==> config.mk <==
export PLATFORM = sky130hd
export DESIGN_NAME = multicycle_controller
export DESIGN_NICKNAME = d
export VERILOG_FILES = /design/src/rtl/multicycle_controller_pkg.sv /design/src/rtl/multicycle_controller_md_counter.sv /design/src/rtl/multicycle_controller.sv
export SDC_FILE = /design/constraint.sdc
export NUM_CORES = 1
export LEC_CHECK = 0
export ABC_AREA = 1
export CORE_MARGIN = 3
export CORE_UTILIZATION = 45
export DETAILED_ROUTE_END_ITERATION = 12
export PLACE_DENSITY = 0.77
export SLEW_MARGIN = 10
export SYNTH_ARGS = -nofsm -noshare
export SYNTH_HDL_FRONTEND = slang
export SYNTH_SLANG_ARGS = --single-unit
export TNS_END_PERCENT = 100
==> constraint.sdc <==
create_clock -name clk -period 2.59 [get_ports clk]
set_input_delay 0.518 -clock clk [delete_from_list [all_inputs] [get_ports clk]]
set_output_delay 0.518 -clock clk [all_outputs]
set_load 0.005 [all_outputs]
==> src/rtl/multicycle_controller_pkg.sv <==
// Shared definitions for the multicycle MIPS-subset controller: state encoding,
// opcode/funct constants, datapath select codes and the instruction decoder.
package multicycle_controller_pkg;

  typedef enum logic [2:0] {
    ST_FETCH  = 3'd0,
    ST_DECODE = 3'd1,
    ST_EXEC   = 3'd2,
    ST_MEM    = 3'd3,
    ST_WB     = 3'd4,
    ST_MDWAIT = 3'd5
  } state_e;

  localparam logic [5:0] OP_RTYPE = 6'h00;
  localparam logic [5:0] OP_J     = 6'h02;
  localparam logic [5:0] OP_JAL   = 6'h03;
  localparam logic [5:0] OP_BEQ   = 6'h04;
  localparam logic [5:0] OP_ORI   = 6'h0D;
  localparam logic [5:0] OP_LUI   = 6'h0F;
  localparam logic [5:0] OP_LW    = 6'h23;
  localparam logic [5:0] OP_SW    = 6'h2B;

  localparam logic [5:0] FN_JR   = 6'h08;
  localparam logic [5:0] FN_MFHI = 6'h10;
  localparam logic [5:0] FN_MFLO = 6'h12;
  localparam logic [5:0] FN_MULT = 6'h18;
  localparam logic [5:0] FN_DIV  = 6'h1A;
  localparam logic [5:0] FN_ADDU = 6'h21;
  localparam logic [5:0] FN_SUBU = 6'h23;
  localparam logic [5:0] FN_OR   = 6'h25;
  localparam logic [5:0] FN_XOR  = 6'h26;

  localparam logic [2:0] ALU_ADD = 3'd0;
  localparam logic [2:0] ALU_SUB = 3'd1;
  localparam logic [2:0] ALU_AND = 3'd2;
  localparam logic [2:0] ALU_OR  = 3'd3;
  localparam logic [2:0] ALU_LUI = 3'd4;
  localparam logic [2:0] ALU_XOR = 3'd5;

  localparam logic [1:0] PC_SEQ    = 2'b00;
  localparam logic [1:0] PC_BRANCH = 2'b01;
  localparam logic [1:0] PC_JUMP   = 2'b10;
  localparam logic [1:0] PC_REG    = 2'b11;

  localparam logic [1:0] RD_RT = 2'b00;
  localparam logic [1:0] RD_RD = 2'b01;
  localparam logic [1:0] RD_RA = 2'b10;

  localparam logic [1:0] M2R_ALU  = 2'b00;
  localparam logic [1:0] M2R_MEM  = 2'b01;
  localparam logic [1:0] M2R_PC4  = 2'b10;
  localparam logic [1:0] M2R_HILO = 2'b11;

  typedef enum logic [4:0] {
    I_NOP, I_ADDU, I_SUBU, I_OR, I_XOR, I_ORI, I_LUI, I_LW, I_SW,
    I_BEQ, I_J, I_JAL, I_JR, I_MULT, I_DIV, I_MFHI, I_MFLO
  } instr_e;

  // Anything outside the supported subset collapses to I_NOP.
  function automatic instr_e decode_instr(input logic [5:0] op, input logic [5:0] func);
    instr_e i;
    i = I_NOP;
    case (op)
      OP_RTYPE: begin
        case (func)
          FN_ADDU: i = I_ADDU;
          FN_SUBU: i = I_SUBU;
          FN_OR:   i = I_OR;
          FN_XOR:  i = I_XOR;
          FN_JR:   i = I_JR;
          FN_MULT: i = I_MULT;
          FN_DIV:  i = I_DIV;
          FN_MFHI: i = I_MFHI;
          FN_MFLO: i = I_MFLO;
          default: i = I_NOP;
        endcase
      end
      OP_ORI:  i = I_ORI;
      OP_LUI:  i = I_LUI;
      OP_LW:   i = I_LW;
      OP_SW:   i = I_SW;
      OP_BEQ:  i = I_BEQ;
      OP_J:    i = I_J;
      OP_JAL:  i = I_JAL;
      default: i = I_NOP;
    endcase
    return i;
  endfunction

endpackage

==> src/rtl/multicycle_controller_md_counter.sv <==
// Load/decrement latency counter used to time the mult/div wait state.
module md_counter #(
  parameter int unsigned CNT_W = 4
) (
  input  logic             clk,
  input  logic             reset,
  input  logic             load,
  input  logic [CNT_W-1:0] load_val,
  input  logic             dec,
  output logic             at_one
);

  logic [CNT_W-1:0] count_q;
  logic [CNT_W-1:0] count_d;

  always_comb begin
    count_d = count_q;
    if (load) begin
      count_d = load_val;
    end else if (dec && (count_q != '0)) begin
      count_d = count_q - CNT_W'(1);
    end
  end

  // NOTE: sequential state uses non-blocking <= so every flop samples pre-edge values.
  always_ff @(posedge clk) begin
    if (!reset) begin
      count_q <= '0;
    end else begin
      count_q <= count_d;
    end
  end

  assign at_one = (count_q == CNT_W'(1));

endmodule

==> src/rtl/multicycle_controller.sv <==
// Multicycle controller FSM: FETCH/DECODE/EXEC/MEM/WB plus a mult/div wait state,
// producing datapath strobes and selects combinationally from state and IR fields.
module multicycle_controller
  import multicycle_controller_pkg::*;
#(
  parameter int unsigned ALUOP_W  = 4,
  parameter int unsigned MULT_LAT = 5,
  parameter int unsigned DIV_LAT  = 10
) (
  input  logic               clk,
  input  logic               reset,
  input  logic [5:0]         op,
  input  logic [5:0]         func,
  input  logic               zero,
  output logic               IRWrite,
  output logic               PCWrite,
  output logic               MemWrite,
  output logic               RegWrite,
  output logic               HiLoStart,
  output logic [1:0]         PCsrc,
  output logic [1:0]         RegDst,
  output logic [1:0]         MemtoReg,
  output logic               HiLoSel,
  output logic               ALUsrc,
  output logic               sign,
  output logic [ALUOP_W-1:0] ALUControl,
  output logic               busy,
  output logic [2:0]         state
);

  localparam int unsigned MAX_LAT = (MULT_LAT > DIV_LAT) ? MULT_LAT : DIV_LAT;
  localparam int unsigned CNT_W   = $clog2(MAX_LAT + 1);
  localparam logic [CNT_W-1:0] MULT_LOAD = CNT_W'(MULT_LAT);
  localparam logic [CNT_W-1:0] DIV_LOAD  = CNT_W'(DIV_LAT);

  state_e state_q;
  state_e state_d;
  instr_e instr;

  logic             cnt_load;
  logic [CNT_W-1:0] cnt_load_val;
  logic             cnt_dec;
  logic             cnt_at_one;

  logic       ir_write, pc_write, mem_write, reg_write, hilo_start;
  logic [1:0] pc_src, reg_dst, mem_to_reg;
  logic       hilo_sel, alu_src, sign_ext, md_busy;
  logic [2:0] alu_code;

  assign instr = decode_instr(op, func);

  md_counter #(.CNT_W(CNT_W)) u_md_counter (
    .clk      (clk),
    .reset    (reset),
    .load     (cnt_load),
    .load_val (cnt_load_val),
    .dec      (cnt_dec),
    .at_one   (cnt_at_one)
  );

  always_comb begin
    // NOTE: every signal gets a default before the case so no path can infer a latch.
    state_d      = state_q;
    cnt_load     = 1'b0;
    cnt_load_val = '0;
    cnt_dec      = 1'b0;
    ir_write     = 1'b0;
    pc_write     = 1'b0;
    mem_write    = 1'b0;
    reg_write    = 1'b0;
    hilo_start   = 1'b0;
    pc_src       = PC_SEQ;
    reg_dst      = RD_RT;
    mem_to_reg   = M2R_ALU;
    hilo_sel     = 1'b0;
    alu_src      = 1'b0;
    sign_ext     = 1'b0;
    md_busy      = 1'b0;
    alu_code     = ALU_ADD;

    case (state_q)
      ST_FETCH: begin
        ir_write = 1'b1;
        pc_write = 1'b1;
        pc_src   = PC_SEQ;
        state_d  = ST_DECODE;
      end

      ST_DECODE: begin
        state_d = ST_EXEC;
        case (instr)
          I_J: begin
            pc_write = 1'b1;
            pc_src   = PC_JUMP;
            state_d  = ST_FETCH;
          end
          I_JAL: begin
            pc_write   = 1'b1;
            pc_src     = PC_JUMP;
            reg_write  = 1'b1;
            reg_dst    = RD_RA;
            mem_to_reg = M2R_PC4;
            state_d    = ST_FETCH;
          end
          I_JR: begin
            pc_write = 1'b1;
            pc_src   = PC_REG;
            state_d  = ST_FETCH;
          end
          I_NOP:   state_d = ST_FETCH;
          default: ;
        endcase
      end

      ST_EXEC: begin
        state_d = ST_WB;
        case (instr)
          I_SUBU: alu_code = ALU_SUB;
          I_OR:   alu_code = ALU_OR;
          I_XOR:  alu_code = ALU_XOR;
          I_ORI: begin
            alu_code = ALU_OR;
            alu_src  = 1'b1;
          end
          I_LUI: begin
            alu_code = ALU_LUI;
            alu_src  = 1'b1;
          end
          I_LW, I_SW: begin
            alu_src  = 1'b1;
            sign_ext = 1'b1;
            state_d  = ST_MEM;
          end
          I_BEQ: begin
            alu_code = ALU_SUB;
            sign_ext = 1'b1;
            pc_src   = PC_BRANCH;
            pc_write = zero;
            state_d  = ST_FETCH;
          end
          I_MULT, I_DIV: begin
            hilo_start   = 1'b1;
            cnt_load     = 1'b1;
            cnt_load_val = (instr == I_MULT) ? MULT_LOAD : DIV_LOAD;
            state_d      = ST_MDWAIT;
          end
          default: ;
        endcase
      end

      ST_MEM: begin
        if (instr == I_SW) begin
          mem_write = 1'b1;
          state_d   = ST_FETCH;
        end else begin
          state_d = ST_WB;
        end
      end

      ST_WB: begin
        reg_write = 1'b1;
        state_d   = ST_FETCH;
        case (instr)
          I_ADDU, I_SUBU, I_OR, I_XOR: reg_dst = RD_RD;
          I_LW: mem_to_reg = M2R_MEM;
          I_MFHI, I_MFLO: begin
            reg_dst    = RD_RD;
            mem_to_reg = M2R_HILO;
            hilo_sel   = (instr == I_MFHI);
          end
          default: ;
        endcase
      end

      // Counter was loaded with LAT in EXEC, so leaving at 1 gives LAT cycles here.
      ST_MDWAIT: begin
        md_busy = 1'b1;
        cnt_dec = 1'b1;
        if (cnt_at_one) state_d = ST_FETCH;
      end

      default: state_d = ST_FETCH;
    endcase
  end

  // NOTE: reset is synchronous; only the state and counter flops need clearing.
  always_ff @(posedge clk) begin
    if (!reset) begin
      state_q <= ST_FETCH;
    end else begin
      state_q <= state_d;
    end
  end

  // Outputs are forced low for as long as reset is held.
  always_comb begin
    IRWrite    = reset & ir_write;
    PCWrite    = reset & pc_write;
    MemWrite   = reset & mem_write;
    RegWrite   = reset & reg_write;
    HiLoStart  = reset & hilo_start;
    PCsrc      = reset ? pc_src : 2'b00;
    RegDst     = reset ? reg_dst : 2'b00;
    MemtoReg   = reset ? mem_to_reg : 2'b00;
    HiLoSel    = reset & hilo_sel;
    ALUsrc     = reset & alu_src;
    sign       = reset & sign_ext;
    ALUControl = reset ? ALUOP_W'(alu_code) : '0;
    busy       = reset & md_busy;
    state      = reset ? state_q : 3'd0;
  end

endmodule
Word level (Yosys, flattened, before mapping)
Cells that the tools add are included.
Widths: inputs -> output; s select.
{ "op_classes": {"addsub": 1, "mul": 0, "div_mod_pow": 0, "magnitude_cmp": 0, "n_eq_ne": 39, "shift": 0, "muxes": 44, "n_bitwise": 9, "n_reduce_logical": 17} }
{ "op_table": {"columns": ["operator", "count"], "rows": [
  ["$pmux 5 s9", 1],
  ["$eq 5x4->1 const B", 8],
  ["$pmux 5 s8", 1],
  ["$eq 6x6->1 const B", 6],
  ["$eq 6x5->1 const B", 4],
  ["$eq 5x3->1 const B", 4],
  ["$mux 4", 5],
  ["$pmux 2 s2", 5],
  ["$eq 6x4->1 const B", 3],
  ["$mux 1", 17],
  ["$mux 3", 5],
  ["$pmux 3 s5", 1],
  ["$eq 6x2->1 const B", 2],
  ["$pmux 3 s4", 1],
  ["$reduce_or 2->1", 6],
  ["$eq 5x2->1 const B", 2],
  ["$mux 2", 5],
  ["$and 1x1->1", 9],
  ["$pmux 3 s3", 1],
  ["$reduce_or 4->1", 2],
  ["$eq 3x2->1 const B", 2],
  ["$eq 3x3->1 const B", 2],
  ["$eq 6x3->1 const B", 1],
  ["$logic_not 6->1", 1],
  ["other kinds (15)", 16]
]} }
{ "word_totals": {"reg_bits": 7, "latchBits": 0, "ram_bits": 0, "mem_bits_ro": 0, "input_bits": 15, "out_inout_bits": 22, "word_cells": 112, "mem_count": 0} }

Depth between registers and ports, before layout
{ "logic_depth": {"word_depth": 8, "depth_mapped": 13, "mapped_depth_nobuf": 13} }

Modules after synthesis
Synthesis repeated with hierarchy kept, for this count alone.
{ "unflattened": {"hier_cells": 219, "hier_area_um2": 1183.6} }
{ "modules_own_cells": {"columns": ["mod", "instances", "cells_each", "area_each_um2", "seq_area_each_um2"], "rows": [
  ["multicycle_controller", 1, 178, 887.1, 60.1],
  ["md_counter", 1, 41, 296.5, 80.1]
]} }

Worst setup path after synthesis
No wires, ideal clock.
{ "synth_path": {"kind": "input -> output", "startpoint": "input op[0]", "endpoint": "output RegDst[0]", "t_arrival_ns": 1.556, "t_required_ns": 2.072, "path_slack_ns": 0.516, "stages": 11, "path_buffers": 0, "cell_sequence": "nor2_1 > nand3_2 > inv_2 > nand2_1 > nand2_2 > inv_4 > nor2_4 > nand3_1 > nand2_1 > nand2_1 > nand2_1"} }
{ "synth_between": {"elab_chain_cells": 7, "elab_cells_between_ends": 19, "classes_between": "eq/ne: 13; mux: 4; reduce/logical: 2"} }
{ "synth_lines": {"columns": ["element", "line", "source"], "rows": [
  ["start, declared", "multicycle_controller.sv:12", "input logic [5:0] op,"],
  ["$eq 6x2->1 (tied with other cells)", "multicycle_controller_pkg.sv:63", "case (op)"],
  ["$pmux 5 s8 (*)", "multicycle_controller_pkg.sv:63", null],
  ["$eq 5x4->1 (tied with other cells)", "multicycle_controller.sv:163", "case (instr)"],
  ["$reduce_or 6->1 (no line) (*)", null, null],
  ["$mux 1 (*)", "multicycle_controller.sv:163", null],
  ["$pmux 2 s2 (*)", "multicycle_controller.sv:81", "case (state_q)"],
  ["$mux 2 (*)", "multicycle_controller.sv:203", "RegDst = reset ? reg_dst : 2'b00;"],
  ["end, declared", "multicycle_controller.sv:21", "output logic [1:0] RegDst,"]
]} }
Every way passes the cells marked *; elsewhere a longest branch is shown, timed or not.

Final worst setup path
{ "layout_path": {"startpoint": "input op[5]", "endpoint": "output RegDst[0]"} }
Same word-level chain as after synthesis.

==> qor.yml <==
start_util_pct: 48.0
grt_pass1_vias: 1680
dp_slack_ns: -0.603
p_switching_uw: 156
nNetsFinal: 331
hpwl_um: 2690
placed_cells: 314
p_comb_share_pct: 47.1
fmax_mhz: 381
violations: "setup timing"
status: "finished, violations left"
hold_depth: 2
hold_end: "u_md_counter.count_q[1]"
syn_to_final_growth_pct: 84.3
ant_nets: 0
power_density_nw_per_um2: 184
avgSynthCellArea_um2: 5.51
hp-start: "u_md_counter.count_q[1]"
syn-instance-count: 220
r2r-end: "u_md_counter.count_q[3]"
r2r_slack_ns: 1.03
vias: 1907
rr_worst_depth: 7
cts_tree: "built"
die-area_um2: 3350
via_per_inst: 5.56
num_antenna_cells: 0
die_h_um: 57.9
path_class: "input port to output port"
synth_area_leaders: "inv_1 13%, nand2_1 12%, dfxtp_1 12%, nor2_1 11%, nand3_1 9.1%"
drc: 0
period_minus_slack_ns: 2.62
layoutNonFillerInstCount: 343
final_cell_area_um2: 2230
grt_overflow: 0
yosysTopAreaCellShare_pct: 12.7
setup-tns-final_ns: -0.0392
htreeDepth: 1
worstPathRequired_ns: 2.07
r2r-start: "state_q[2]"
numCtsBuffers: 3
row_count: 18
antenna_found_initial: 0
synth_cell_types: 30
grt_max_degree: 10
dpl-instance-area_um2: 1820
cap_violations: 0
synth_fp_nets: 237
io_buffers: 35
hold_viol_final: 0
end_kind: "output port"
arrival_ns: 2.11
drtIter0Drc: 151
power_frac_seq_pct: 28.0
final_util_pct: 88.5
layout-drive-gt1-share_pct: 45.4
ys_warn_count: 0
cts_root_buf: "clkbuf_4"
clock_path_buffers: 2
rsz0062_at_grt: "true"
syn_area_um2: 1210
cts.sinks: 7
fin_ws_ns: -0.0349
cts.clk_slew.worst_paths_ns: 0.05
leakagePower_uw: 0.00120
internal_power_uw: 255
p_sw_share_pct: 37.9
ys_seq_elements: 7
setup_viol: 2
clock_latency_ns: 0.26
min_period_over_period_pct: 101
start_kind: "input port"
core_region_area_um2: 2520
gp_congestion: 0.930
wl_per_cell_um: 14.8
fin_skew_ns: 0.00299
path_max_fanout: 7
dieWidth_um: 57.9
dr.pass1.iters: 6
grt_pass1_wl_um: 7330
seq_area_frac_synth_pct: 11.6
grtUsageTotal_pct: 27.6
pwr-share-clk_pct: 24.9
ios: 37
yosysTopAreaCell: "inv_1"
routed_wl_um: 5080
peakVddDrop_mv: 0.311
slew_violations: 0
min_path_type: "register to register"
state kept, by name, indices dropped and copies added, names as in the netlist:
name	cells
u_md_counter.count_q	4
state_q	3
final cells by class:
| type | instances | area [µm²] |
|---|---|---|
| sequential | 7 | 140 |
| tap | 30 | 37.5 |
| inverter | 49 | 191 |
| timing repair buffer | 91 | 727 |
| fill | 125 | 290 |
| clock buffer | 4 | 26.3 |
| multi-input combinational | 162 | 1110 |
through the flow:
step                      power [µW]  hold WS [ns]
after floorplan                  184         0.475
after global placement           252         0.499
after detailed placement         253         0.502
after CTS                        383         0.508
after global routing             430         0.547
final                            411         0.510
Yosys cell counts, drive strengths merged:
library cell / instances
dfxtp: 7
clkbuf: 1
nor4: 1
o31ai: 1
o21a: 2
nor3: 9
nand4: 6
conb: 1
a21oi: 8
ha: 2
clkinv: 1
buf: 1
o21ai: 7
nor2: 47
nand3: 30
a31oi: 3
nand2: 43
inv: 48
xor2: 2
power by group through the flow:
stage               clock [µW]  sequential, µW  combinational [µW]
floorplan                    0             115                69.0
global placement             0             116                 136
detailed placement           0             116                 137
CTS                        105             114                 165
global route               109             115                 206
finish                     102             115                 193
how the worst max path moves through the flow:
stage	start	endpoint	slack, ns	cells after the start
floorplan	op[0]	RegDst[0]	0.52	11
global placement	op[4]	ALUControl[0]	-0.60	12
detailed placement	func[1]	MemtoReg[1]	-0.60	14
CTS	func[2]	RegDst[0]	-0.004	13
global route	op[5]	RegDst[0]	-0.11	14
finish	op[5]	RegDst[0]	-0.03	14
timing repair:
action | CTS | global route
hold endpoints to repair | 0 | 0
buffers inserted | 16 | 9
pin swaps | 29 | 15
gates resized for setup | 117 | 25
hold buffers | 0 | 0
endpoints found under the setup margin | 16 | 12
worst max-delay path: stages:
cell and delay, ns:
buf_2 0.12, nor2_4 0.19, buf_12 0.14, nand3_4 0.10, inv_4 0.09, nand2_1 0.06
nand2_2 0.09, inv_4 0.07, nor2_4 0.12, nand3_2 0.12, nand2_2 0.10, nand2_1 0.09
nand2_1 0.07, dlygate4sd2_1 0.22
cell usage in the layout, fill, tap and decap left out, drive strengths merged, types with 3 or more instances in the layout:
cell type,count
buf,68
inv,48
nor2,47
nand2,43
nand3,30
dlygate4sd2,10
clkdlybuf4s50,9
nor3,9
a21oi,8
dfxtp,7
o21ai,7
nand4,6
clkbuf,6
a31oi,3
cell families after synthesis:
logic type / after synthesis / synth area share, %
and+or+nand+nor: 136 / 57.4
buffers and inverters: 51 / 16.3
AOI/OAI and AO/OA: 21 / 10.8
DFF: 7 / 11.6
xor gates and xnor gates: 2 / 1.45
adders and majority gates: 2 / 2.07
other: 1 / 0.310
routing by layer:
layer | track usage [%] | part of all wire, % | up-vias | routed length (µm)
met5 | 0 | 0 | - | 0
met4 | 11.9 | 3.0 | 0 | 154
met3 | 5.35 | 7.8 | 20 | 394
met2 | 48.5 | 49 | 114 | 2500
met1 | 32.2 | 40 | 889 | 2040
li1 | - | - | 884 | -
(Power assumes the default switching activity.)
